--- config.mk ---
export PLATFORM = sky130hd
export DESIGN_NAME = and_gate_flat
export DESIGN_NICKNAME = d
export VERILOG_FILES = /design/src/rtl/and_gate_pkg.sv /design/src/rtl/and_gate_if.sv /design/src/rtl/and_gate_sat_counter.sv /design/src/rtl/and_gate.sv /design/src/flat_wrapper.sv
export SDC_FILE = /design/constraint.sdc
export NUM_CORES = 1
export LEC_CHECK = 0
export BUFFER_PORTS_ARGS = -buffer_cell sky130_fd_sc_hd__buf_2
export CAP_MARGIN = 20
export CORE_ASPECT_RATIO = 1.1
export CORE_MARGIN = 5
export CORE_UTILIZATION = 52
export CTS_CLUSTER_DIAMETER = 40
export CTS_CLUSTER_SIZE = 24
export DETAILED_ROUTE_END_ITERATION = 16
export PLACE_DENSITY = 0.79
export RECOVER_POWER = 50
export SYNTH_ARGS = -nofsm -noshare
export SYNTH_HDL_FRONTEND = slang
export SYNTH_SLANG_ARGS = --single-unit
--- constraint.sdc ---
create_clock -name clk -period 1.7 [get_ports clk]
set_clock_uncertainty 0.15 [all_clocks]
set_input_delay 0.17 -clock clk [delete_from_list [all_inputs] [get_ports clk]]
set_output_delay 0.17 -clock clk [all_outputs]
set_load 0.01 [all_outputs]
--- src/rtl/and_gate_pkg.sv ---
// and_gate_pkg: input-pair encoding shared by the AND gate and its bench.
// Revision 1.0
`default_nettype none

package and_gate_pkg;

   localparam int NUM_PAIRS = 4;

   typedef enum logic [1:0] {
      PAIR_00 = 2'b00,
      PAIR_01 = 2'b01,
      PAIR_10 = 2'b10,
      PAIR_11 = 2'b11
   } pair_e;

   // One-hot select of the counter addressed by {a[0],b[0]}.
   function automatic logic [NUM_PAIRS-1:0] pair_onehot(input logic a0, input logic b0);
      pair_e p;
      p = pair_e'({a0, b0});
      return NUM_PAIRS'(1) << p;
   endfunction

endpackage

`default_nettype wire

--- src/rtl/and_gate_if.sv ---
// and_gate_if: operand/enable inputs and result/counter outputs of and_gate.
// Revision 1.0
`default_nettype none

interface and_gate_if #(
   parameter int WIDTH = 1,
   parameter int CNT_W = 8
);
   logic [WIDTH-1:0] a;
   logic [WIDTH-1:0] b;
   logic             en;
   logic             clr;
   logic [WIDTH-1:0] y;
   logic             y_all;
   logic [WIDTH-1:0] y_q;
   logic [CNT_W-1:0] cnt_00;
   logic [CNT_W-1:0] cnt_01;
   logic [CNT_W-1:0] cnt_10;
   logic [CNT_W-1:0] cnt_11;

   modport master (
      output a, b, en, clr,
      input  y, y_all, y_q, cnt_00, cnt_01, cnt_10, cnt_11
   );

   modport slave (
      input  a, b, en, clr,
      output y, y_all, y_q, cnt_00, cnt_01, cnt_10, cnt_11
   );
endinterface

`default_nettype wire

--- src/rtl/and_gate_sat_counter.sv ---
// sat_counter: up-counter that sticks at all-ones; clr outranks inc, rst outranks both.
// Revision 1.0
`default_nettype none

module sat_counter #(
   parameter int CNT_W = 8
) (
   input  wire logic             clk,
   input  wire logic             rst,
   input  wire logic             clr,
   input  wire logic             inc,
   output logic [CNT_W-1:0]      count
);

   always_ff @(posedge clk) begin
      if (rst) begin
         count <= '0;
      end else if (clr) begin
         count <= '0;
      end else if (inc && (count != {CNT_W{1'b1}})) begin
         count <= count + CNT_W'(1);
      end
   end

endmodule

`default_nettype wire

--- src/rtl/and_gate.sv ---
// and_gate: combinational AND with registered copy and per-input-pair saturating counters.
// Revision 1.0
`default_nettype none

module and_gate
   import and_gate_pkg::*;
#(
   parameter int WIDTH = 1,
   parameter int CNT_W = 8
) (
   input  wire logic  clk,
   input  wire logic  rst,
   and_gate_if.slave  bus
);

   logic [WIDTH-1:0]     y_held;
   logic [NUM_PAIRS-1:0] pair_hit;
   logic [CNT_W-1:0]     counts [NUM_PAIRS];

   assign bus.y     = bus.a & bus.b;
   assign bus.y_all = &bus.y;
   assign bus.y_q   = y_held;

   always_ff @(posedge clk) begin
      if (rst) begin
         y_held <= '0;
      end else if (bus.en) begin
         y_held <= bus.a & bus.b;
      end
   end

   // Only bit 0 of each operand chooses which counter advances.
   assign pair_hit = pair_onehot(bus.a[0], bus.b[0]);

   for (genvar i = 0; i < NUM_PAIRS; i++) begin : g_counters
      sat_counter #(.CNT_W(CNT_W)) u_cnt (
         .clk   (clk),
         .rst   (rst),
         .clr   (bus.clr),
         .inc   (bus.en & pair_hit[i]),
         .count (counts[i])
      );
   end

   assign bus.cnt_00 = counts[PAIR_00];
   assign bus.cnt_01 = counts[PAIR_01];
   assign bus.cnt_10 = counts[PAIR_10];
   assign bus.cnt_11 = counts[PAIR_11];

endmodule

`default_nettype wire

--- src/flat_wrapper.sv ---
// flat-port wrapper written by rule: the top's interface ports become plain ports
module and_gate_flat import and_gate_pkg::*;
#(
   parameter int WIDTH = 1,
   parameter int CNT_W = 8
)
  (clk, rst, bus_a, bus_b, bus_en, bus_clr, bus_y, bus_y_all, bus_y_q, bus_cnt_00, bus_cnt_01, bus_cnt_10, bus_cnt_11);
  and_gate_if #(.WIDTH(WIDTH), .CNT_W(CNT_W)) bus_i ();
  input  wire logic clk;
  input  wire logic rst;
  input wire logic [$bits(bus_i.a)-1:0] bus_a;
  input wire logic [$bits(bus_i.b)-1:0] bus_b;
  input wire logic [$bits(bus_i.en)-1:0] bus_en;
  input wire logic [$bits(bus_i.clr)-1:0] bus_clr;
  output wire logic [$bits(bus_i.y)-1:0] bus_y;
  output wire logic [$bits(bus_i.y_all)-1:0] bus_y_all;
  output wire logic [$bits(bus_i.y_q)-1:0] bus_y_q;
  output wire logic [$bits(bus_i.cnt_00)-1:0] bus_cnt_00;
  output wire logic [$bits(bus_i.cnt_01)-1:0] bus_cnt_01;
  output wire logic [$bits(bus_i.cnt_10)-1:0] bus_cnt_10;
  output wire logic [$bits(bus_i.cnt_11)-1:0] bus_cnt_11;
  assign bus_i.a = bus_a;
  assign bus_i.b = bus_b;
  assign bus_i.en = bus_en;
  assign bus_i.clr = bus_clr;
  assign bus_y = bus_i.y;
  assign bus_y_all = bus_i.y_all;
  assign bus_y_q = bus_i.y_q;
  assign bus_cnt_00 = bus_i.cnt_00;
  assign bus_cnt_01 = bus_i.cnt_01;
  assign bus_cnt_10 = bus_i.cnt_10;
  assign bus_cnt_11 = bus_i.cnt_11;
  and_gate #(.WIDTH(WIDTH), .CNT_W(CNT_W)) u_core (.clk(clk), .rst(rst), .bus(bus_i));
endmodule
; Word-level counts from Yosys, hierarchy flattened
; Index checks and enable logic that the tools add are counted.
[op_classes]
addsub = 4
n_eq_ne = 4
shifts = 1
bitwise_logic = 5
n_reduce_logical = 5
[op_table]
columns = op, n
row1 = $add A8 B1 Y8 const B, 4
row2 = $ne A8 B8 Y1 const B, 4
row3 = $and A1 B1 Y1, 5
row4 = $logic_and A1 B1 Y1, 4
row5 = $shl A1 B2 Y4 const A, 1
row6 = $reduce_or A2 Y1, 1
[totals]
ff_bits = 33
in_bits = 6
out_inout_bits = 35
elab_cells = 24

; Logic depth before layout (Yosys ltp)
; Gate-level depths: netlist of the first run.
[logic_depth]
depth_word = 3
mapped_depth = 5
ltp_nobuf = 5

; By module
; Synthesis of the first run repeated with hierarchy kept, for this count alone.
[unflattened]
cells_unflattened = 199
hier_area_um2 = 1829.3
[modules_own_cells]
columns = module, instances, cells_per_inst, area_each_um2, seq_area_each_um2
row1 = sat_counter, 4, 47, 435.4, 160.2
row2 = and_gate, 1, 11, 87.6, 20.0

; Worst setup path after synthesis of the first run
; Ideal clock, no wire load.
[synth_timing]
kind = flip-flop to flip-flop
startpoint = register u_core.g_counters[3].u_cnt.count[0]
endpoint = register u_core.g_counters[3].u_cnt.count[1]
t_arrival_ps = 1340
setup_slack_ps = 82
path_stages_with_launch = 6
path_buffers = 0
synth_period_minus_slack_ps = 1618
path_cell_list = dfxtp_1 ha_1 nand2_1 o31ai_1 mux2i_1 nor2_1
[synth_via]
elab_chain_cells = 2
[synth_lines]
columns = element, line_no
row1 = from (decl), and_gate_sat_counter.sv:12  ; output logic [CNT_W-1:0] count
row2 = from (signal assigned), and_gate_sat_counter.sv:21  ; count <= count + CNT_W'(1);
row3 = "parallel branches: the longest is 2 deep, another holds $add A8 B1 Y8", n/a
; Several ways; the timed one is not identified.
; A chain may end at the register's enable or synchronous reset.

; Worst setup path after layout of the first run
[layout_timing]
startpoint = input port rst
endpoint = register u_core.g_counters[1].u_cnt.count[4]
[layout_via]
elab_chain_cells = 1
[layout_lines]
columns = element, line_no
row1 = from (decl), flat_wrapper.sv:10  ; input wire logic rst;
row2 = $reduce_or A2 Y1 (no source line), n/a
row3 = to (signal assigned), and_gate_sat_counter.sv:21
row4 = to (decl), and_gate_sat_counter.sv:12
; Every way passes these cells.

==> results of run 1 <==
final cells by class:
type                            count  area [um^2]  share of cell area [%]
Clock buffer                        7         55.1                    2.82
Tap cell                           34         42.5                    2.18
Sequential cell                    33          661                    33.8
Inverter                            5         18.8                   0.961
Multi-Input combinational cell    144          882                    45.2
Timing Repair Buffer               58          294                    15.1
what timing repair did:
action,4_1_cts,5_1_grt
gates resized for setup,0,3
hold buffers,1,0
endpoints found under the hold margin,1,0
endpoints found under the setup margin,0,6
path summary, 6_finish.rpt:
kind / startpoint / cells past startpoint / to
worst max-delay path: rst / 5 / u_core.g_counters[1].u_cnt.count[4]
worst min-delay path: bus_en / 3 / u_core.bus.y_q
worst max register to register: u_core.g_counters[3].u_cnt.count[0] / 5 / u_core.g_counters[3].u_cnt.count[1]
worst min register to register: u_core.bus.y_q / 2 / u_core.bus.y_q
stage by stage:
stage | setup WS [ns] | util, % | power (uW) | cells | hold WS (ns)
3_3_place_gp | 0.130 | 64.7 | 867 | 273 | 0.206
4_1_cts | 0.0873 | 66.9 | 1300 | 281 | 0.0628
5_1_grt | -0.0499 | 65.8 | 1350 | 281 | 0.0716
6_report | 0.0942 | 65.8 | 1290 | 281 | 0.0695
3_5_place_dp | 0.112 | 64.7 | 868 | 273 | 0.210
2_1_floorplan | 0.0825 | - | 835 | 187 | 0.0891
layer usage:
layer  GRT usage [%]  up-vias  wire length, um
li1                -      811                -
met1            24.4      722             1770
met2            29.4       35             1750
met3            6.99        6              237
met4            6.37        0               42
met5               0        -                0
kinds of logic (layout without fill, tap and decap cells):
group | count (synthesis) | after routing | synth area share [%]
fa+ha+maj | 4 | 4 | 3.18
flops | 33 | 33 | 42.0
buf+inv | 10 | 70 | 2.62
simple gates | 89 | 89 | 29.9
compound gates | 41 | 41 | 16.5
mux | 4 | 4 | 2.54
xor+xnor | 6 | 6 | 3.34
cells in the final DEF (no fill, tap or decap), types with 6 or more instances in the layout:
master / Yosys / routed
nor3_1: 10 / 9
nand3_1: 11 / 11
a21oi_1: 11 / 11
buf_4: 1 / 14
nand2_1: 17 / 17
nor2_1: 20 / 20
a211oi_1: 6 / 6
o21ai_0: 11 / 10
dfxtp_1: 33 / 33
buf_2: 0 / 14
clkbuf_1: 4 / 30
worst max-delay path: stages:
cell	delay, ns
dlygate4sd3_1	0.54
clkbuf_1	0.12
or2_2	0.32
or4_1	0.51
nand2_1	0.08
registers in the layout, summed over array words and instances, names as in the netlist:
signal	count
u_core.bus.y_q	1
u_core.g_counters.u_cnt.count	32
power groups by stage:
stage               registers [uW]  logic [uW]  clock network [uW]
global placement               796        71.3                   0
finish                         778        72.8                 440
global route                   779        80.7                 493
CTS                            778        73.8                 452
detailed placement             796        71.7                   0
floorplan                      798        37.0                   0
==> results.toml, run 1 <==
[run_status]
status = "finished clean"

[worst_setup_path]
critPathMaxFanout = 3
worstPathArrival_ns = 1.74
worst_setup_path_end_kind = "flip-flop"
critPathKind = "in -> reg"
rrSetupSlack_ns = 0.11
worstPathRequired_ns = 1.83
start_kind = "input port"

[clocking]
cts_tree = "built"
clkSinkCount = 33
path_clk_slew_ns = 0.10
clk_latency_ns = 0.33
clock-root-buffer = "clkbuf_4"
htree_num_levels = 2
numCtsBuffers = 5
postCtsSetupRepairBufs = 0
clockBufferDepth = 2

[floorplan]
core_mm2 = 0.00297
start_util_pct = 53.0
die_y_um = 67.7
rows = 21
io_pins = 41
dieArea_mm2 = 0.00423
die_w_um = 62.5

[synth]
ys_async_sr_fraction_pct = 0
synth_top_cell_by_area = "dfxtp_1"
synth.yosys.seq_area_share_pct = 42.0
synth-edff-count = 0
synth.top_cells.by_count = "33 x dfxtp_1, 20 x nor2_1, 17 x nand2_1"
synthTopCellsByArea = "dfxtp_1 42%, nor2_1 4.8%, nand2_1 4.1%"
avgSynthCellArea_um2 = 8.42
syn-num-nets = 197
synth_warnings = 0
syn_area_mm2 = 0.00157
synthCells = 187
synth_ff_type = "dfxtp_1"
synth-seq-cells = 33
yosysMostFrequentCell = "dfxtp_1"
synth_top_area_share_pct = 42.0
yosysUniqueCellTypes = 39

[detailed_routing]
drt_pass1_iterations = 4
initialDrtViolationCount = 92
antenna_left = 0
vias_per_cell = 5.60
wl_per_cell_um = 13.5
drc_errors = 0
routed_wl_um = 3800
dr_total_vias = 1574

[power]
power.switching_uw = 293
swShare_pct = 22.7
powerDensity_mw_per_mm2 = 661
pwr-share-comb_pct = 5.6
leakage_uw = 0.000730
ir_worst_vdd_mv = 0.464
clockPowerShare_pct = 34.1
cellInternalPower_uw = 998
seq_power_share_pct = 60.2

[sta]
period_needed_ns = 1.61
fin_crit_sh_pct = 94.5
grt_setup_unrepaired = "true"
fin_tns_setup_ns = 0
max_slew_margin_pct = 72.0
worstMarginPinSlew_ns = 0.416
hold_violations = 0
drv_slew = 0
timing.fmax_ghz = 0.623
setup_viol = 0

[finish]
layout-drive-gt1-share_pct = 16.6
antenna_cells = 0
finish.instance_area_mm2 = 0.00195
nNetsFinal = 257
syn2layout_area_growth_pct = 24.1
fillers = 289

[grt]
grt_max_degree = 25
grt_overflow_total = 0
antenna_found_initial = 0
grtUsageTotal_pct = 18.9
grt_pass1_wl_um = 6500
grt_pass1_vias = 1416

[place]
port-buffer-count = 40
gp_congestion = 0.870
place_area_mm2 = 0.00192
place_hpwl_um = 2790

[job]
cap_violations = 0

[worst_hold_path]
hp-class = "in -> reg"
No activity file was read; power rests on OpenSTA's default activity.
==> run 2: changes to the inputs <==
- SETUP_SLACK_MARGIN: not set -> 0.3
==> run 2 against run 1 <==
Compared with the run above: power is 2.9% higher; setup slack gained 0.075 ns; cell count rose by 3.6%.
==> results.toml, run 2 (synthesis gave the netlist of run 1 again) <==
[sta]
hold_violations = 0
drv_slew = 0
timing.fmax_ghz = 0.653
grt_setup_unrepaired = "true"
worstMarginPinSlew_ns = 0.638
fin_tns_setup_ns = 0
period_needed_ns = 1.53
setup_viol = 0
max_slew_margin_pct = 57.3
fin_crit_sh_pct = 90.0

[clocking]
htree_num_levels = 2
cts_tree = "built"
clock-root-buffer = "clkbuf_4"
clockBufferDepth = 2
clkSinkCount = 33
clk_latency_ns = 0.35
path_clk_slew_ns = 0.10
numCtsBuffers = 5

[worst_setup_path]
critPathKind = "reg -> reg"
critPathMaxFanout = 4
worst_setup_path_end_kind = "flip-flop"
worstSetupEndpoint = "u_core.g_counters[1].u_cnt.count[7]"
worstPathArrival_ns = 1.62
worstPathRequired_ns = 1.79
r2r-end = "u_core.g_counters[1].u_cnt.count[7]"
start_kind = "flip-flop"
rrSetupSlack_ns = 0.17
startpoint = "u_core.g_counters[1].u_cnt.count[1]"
rr_worst_depth = 5
r2r_start = "u_core.g_counters[1].u_cnt.count[1]"

[grt]
grt_pass1_wl_um = 7020
antenna_found_initial = 0
grtUsageTotal_pct = 20.8
grt_pass1_vias = 1600
grt_max_degree = 25
grt_overflow_total = 0

[floorplan]
start_util_pct = 53.0
die_y_um = 67.7
die_w_um = 62.5
dieArea_mm2 = 0.00423
rows = 21
core_mm2 = 0.00297
io_pins = 41

[place]
port-buffer-count = 40
place_hpwl_um = 2790
gp_congestion = 0.877
place_area_mm2 = 0.00191

[detailed_routing]
dr_total_vias = 1730
antenna_left = 0
drt_pass1_iterations = 4
initialDrtViolationCount = 136
wl_per_cell_um = 16.3
routed_wl_um = 4750
drc_errors = 0
vias_per_cell = 5.95

[finish]
final_cell_mix = "34 x buf_2, 27 x dfxtp_1, 23 x buf_4"
nNetsFinal = 266
largest_reg_flops = 32
finish.instance_area_mm2 = 0.00229
final_common_cell = "buf_2"
antenna_cells = 0
layout-drive-gt1-share_pct = 41.2
fillers = 228
syn2layout_area_growth_pct = 45.5
regMostFlops = "u_core.g_counters.u_cnt.count"

[power]
powerDensity_mw_per_mm2 = 580
ir_worst_vdd_mv = 0.579
leakage_uw = 0.000955
power.total_uw = 1330

[worst_hold_path]
hp-class = "in -> reg"

[run_status]
status = "finished clean"

[job]
cap_violations = 0
[run 2: worst min-delay path by stage]
| stage | depth (start not counted) | end | start |
|---|---|---|---|
| after CTS | 3 | u_core.bus.y_q | bus_en |
| final | 3 | u_core.bus.y_q | bus_en |
| after global placement | 2 | u_core.bus.y_q | rst |
| after global routing | 3 | u_core.bus.y_q | bus_en |
| after detailed placement | 2 | u_core.bus.y_q | rst |
| after floorplan | 1 | u_core.bus.y_q | rst |
[run 2: what timing repair did]
item                                   in CTS  in global routing
hold buffers                                1                  0
setup endpoints to repair                  15                 29
buffers inserted                           10                 14
endpoints found under the hold margin       1                  0
pin swaps                                   6                 25
gates resized for setup                    21                 38
[run 2: metrics by stage]
| step | utilization, % | hold WS, ns | setup WS (ns) | std cells |
|---|---|---|---|---|
| 2_1_floorplan | - | 0.0891 | 0.293 | 187 |
| 3_3_place_gp | 64.5 | 0.215 | 0.141 | 258 |
| 3_5_place_dp | 64.5 | 0.220 | 0.0831 | 258 |
| 4_1_cts | 72.1 | 0.0172 | 0.250 | 277 |
| 5_1_grt | 77.2 | 0.0506 | 0.0675 | 291 |
| 6_report | 77.2 | 0.0353 | 0.169 | 291 |
[run 2: metal layers]
layer / part of all wire (%) / vias to the layer above / track usage (%)
met5: 0 / - / 0
met4: 3.4 / 0 / 13.5
met3: 5.4 / 16 / 5.49
met2: 52 / 60 / 37.3
met1: 39 / 823 / 21.7
li1: - / 831 / -
[run 2: layout make-up]
cell class | instances | area, um^2 | share of cell area, %
sequential | 33 | 683 | 29.8
clock buffer | 8 | 58.8 | 2.57
inverter | 5 | 18.8 | 0.819
tap | 34 | 42.5 | 1.86
timing repair buffer | 67 | 394 | 17.2
multi-input combinational | 144 | 1090 | 47.7
[run 2: report_power, final]
part           total [uW]  switching [uW]  internal [uW]
Clock                 474             270            204
Sequential            771            3.98            767
Combinational        84.0            50.0           34.0
[run 2: worst max-delay path: stages, from the launching register on]
cell      delay (ns)
dfxtp_1         0.42
clkbuf_1        0.16
nand3_4         0.11
nor4_4          0.31
mux2i_1         0.22
nor2_1          0.05
==> run 3: changes to the inputs <==
- CORE_UTILIZATION: 52 -> 54
- CTS_BUF_LIST: not set -> sky130_fd_sc_hd__clkbuf_2 sky130_fd_sc_hd__clkbuf_4 sky130_fd_sc_hd__clkbuf_8
- PLACE_DENSITY: 0.79 -> 0.81
==> run 3 against run 2 <==
Compared with the run above: register-to-register slack worse by 0.02 ns; maximum frequency down 1.2%; non-clock buffer count down 6; power up 2.8%; die area down 3.1%; clock power up 8.0%; largest cell class unchanged; design area down 1.5%.
==> results.toml, run 3 (synthesis gave the netlist of run 1 again) <==
[worst_hold_path]
holdPathEnd = "u_core.g_counters[3].u_cnt.count[7]"
hold_start = "bus_clr"
hp-class = "in -> reg"
min_path_cells = 3

[place]
port-buffer-count = 40
gp_congestion = 0.888
place_hpwl_um = 2970

[sta]
setup_viol = 0
fin_crit_sh_pct = 91.1
period_needed_ns = 1.55
grt_setup_unrepaired = "true"
hold_violations = 0
worstMarginPinSlew_ns = 0.427
drv_slew = 0
timing.fmax_ghz = 0.646
max_slew_margin_pct = 71.3
fin_tns_setup_ns = 0

[grt]
grt_overflow_total = 0
grtUsageTotal_pct = 22.6
grt_pass1_wl_um = 7020
grt_max_degree = 25
grt_pass1_vias = 1545
antenna_found_initial = 0

[power]
powerDensity_mw_per_mm2 = 605
cellInternalPower_uw = 1040
leakage_uw = 0.000927
power.switching_uw = 331
ir_worst_vdd_mv = 0.558
swShare_pct = 24.2
clockPowerShare_pct = 37.5
power.total_uw = 1370
pwr-share-comb_pct = 6.0
seq_power_share_pct = 56.6

[finish]
utilization_pct = 81.3
final_cell_mix = "31 x buf_2, 28 x dfxtp_1, 19 x buf_4"
largest_reg_flops = 32
final_common_cell = "buf_2"
layout-drive-gt1-share_pct = 39.4
regMostFlops = "u_core.g_counters.u_cnt.count"
syn2layout_area_growth_pct = 43.4
antenna_cells = 0
nNetsFinal = 260

[clocking]
clkSinkCount = 33
htree_num_levels = 2
clock-root-buffer = "clkbuf_4"
clk_latency_ns = 0.34
cts_tree = "built"
path_clk_slew_ns = 0.10
clockBufferDepth = 2
numCtsBuffers = 5

[detailed_routing]
wl_met1_um = 1860
initialDrtViolationCount = 106
routed.top_layer = "met4"
dr_total_vias = 1780
wl_met2_um = 2430
drt_pass1_iterations = 4
vias_per_cell = 6.27
drc_errors = 0
routed_wl_um = 4750
antenna_left = 0
met3RoutedLength_um = 336
wl_per_cell_um = 16.7

[worst_setup_path]
r2r_start = "u_core.g_counters[3].u_cnt.count[1]"
r2r-end = "u_core.g_counters[3].u_cnt.count[1]"
worstPathArrival_ns = 1.63
worstPathRequired_ns = 1.78
worst_setup_path_end_kind = "flip-flop"
crit_path_top_delay_cell = "dfxtp_1"
critPathMaxFanout = 5
crit_chain = "ha_4 -> nand2_4 -> o31ai_4 -> mux2i_1 -> nor2_1"
critPathKind = "reg -> reg"
start_kind = "flip-flop"
rrSetupSlack_ns = 0.15
rr_worst_depth = 5
max_stage_delay_ns = 0.48

[floorplan]
start_util_pct = 56.7
rows = 20
core_mm2 = 0.00278
io_pins = 41
die_y_um = 66.6
dieArea_mm2 = 0.00410
die_w_um = 61.5

[job]
cap_violations = 0

[run_status]
status = "finished clean"
[run 3: cell count changes in the layout (fill, tap and decap cells not counted), sizes merged]
| cell | change |
|---|---|
| buf | -7 |
| clkbuf | +1 |
[run 3: worst max-delay path by stage]
stage	from	end	slack (ns)
6_report	u_core.g_counters[3].u_cnt.count[1]	u_core.g_counters[3].u_cnt.count[1]	0.15
2_1_floorplan	u_core.g_counters[3].u_cnt.count[6]	u_core.g_counters[3].u_cnt.count[1]	0.29
3_5_place_dp	bus_b	u_core.g_counters[3].u_cnt.count[5]	0.02
3_3_place_gp	bus_a	u_core.g_counters[3].u_cnt.count[5]	0.14
4_1_cts	u_core.g_counters[3].u_cnt.count[0]	u_core.g_counters[3].u_cnt.count[5]	0.22
5_1_grt	u_core.g_counters[1].u_cnt.count[2]	u_core.g_counters[1].u_cnt.count[5]	0.08
[run 3: metal layers]
| metal | vias up | GRT usage [%] |
|---|---|---|
| met5 | - | 0 |
| met4 | 0 | 9.55 |
| met3 | 20 | 6.59 |
| met2 | 95 | 38.0 |
| met1 | 846 | 26.1 |
| li1 | 819 | - |
[run 3: stage by stage]
step	area, um^2	std cells	hold slack, ns	worst slack, ns
after floorplan	1680	187	0.0891	0.293
after global placement	1920	258	0.214	0.138
after detailed placement	1920	258	0.218	0.0249
after CTS	2090	271	0.0204	0.219
after global routing	2260	284	0.0236	0.0834
final	2260	284	0.0358	0.151
[run 3: final cells by class]
cell class                 instances  area (um^2)
clock buffer                       8         66.3
sequential                        33          679
inverter                           5         18.8
tap                               33         41.3
fill                             193          520
timing repair buffer              61          353
multi-input combinational        144         1100
[run 3: power groups by stage]
stage	Combinational, uW	Clock, uW	Sequential (uW)
after global routing	87.9	548	774
after CTS	76.1	511	773
final	81.5	512	773
after global placement	68.9	0	793
after detailed placement	70.3	0	793
after floorplan	39.9	0	794
[run 3: repair_timing]
action / 4_1_cts / 5_1_grt
resized for setup: 14 / 39
setup endpoints to repair: 20 / 29
pin swaps: 3 / 23
hold endpoints to repair: 1 / 0
buffers inserted: 4 / 13
hold buffers: 1 / 0
[run 3: critical path, delay by kind of cell (launching register included)]
family                   cells  cell delay, ns
AO/OA/AOI/OAI                1            0.23
adder cells (fa/ha/maj)      1            0.20
flip-flops                   1            0.48
multiplexers                 1            0.23
AND/OR/NAND/NOR              2            0.15
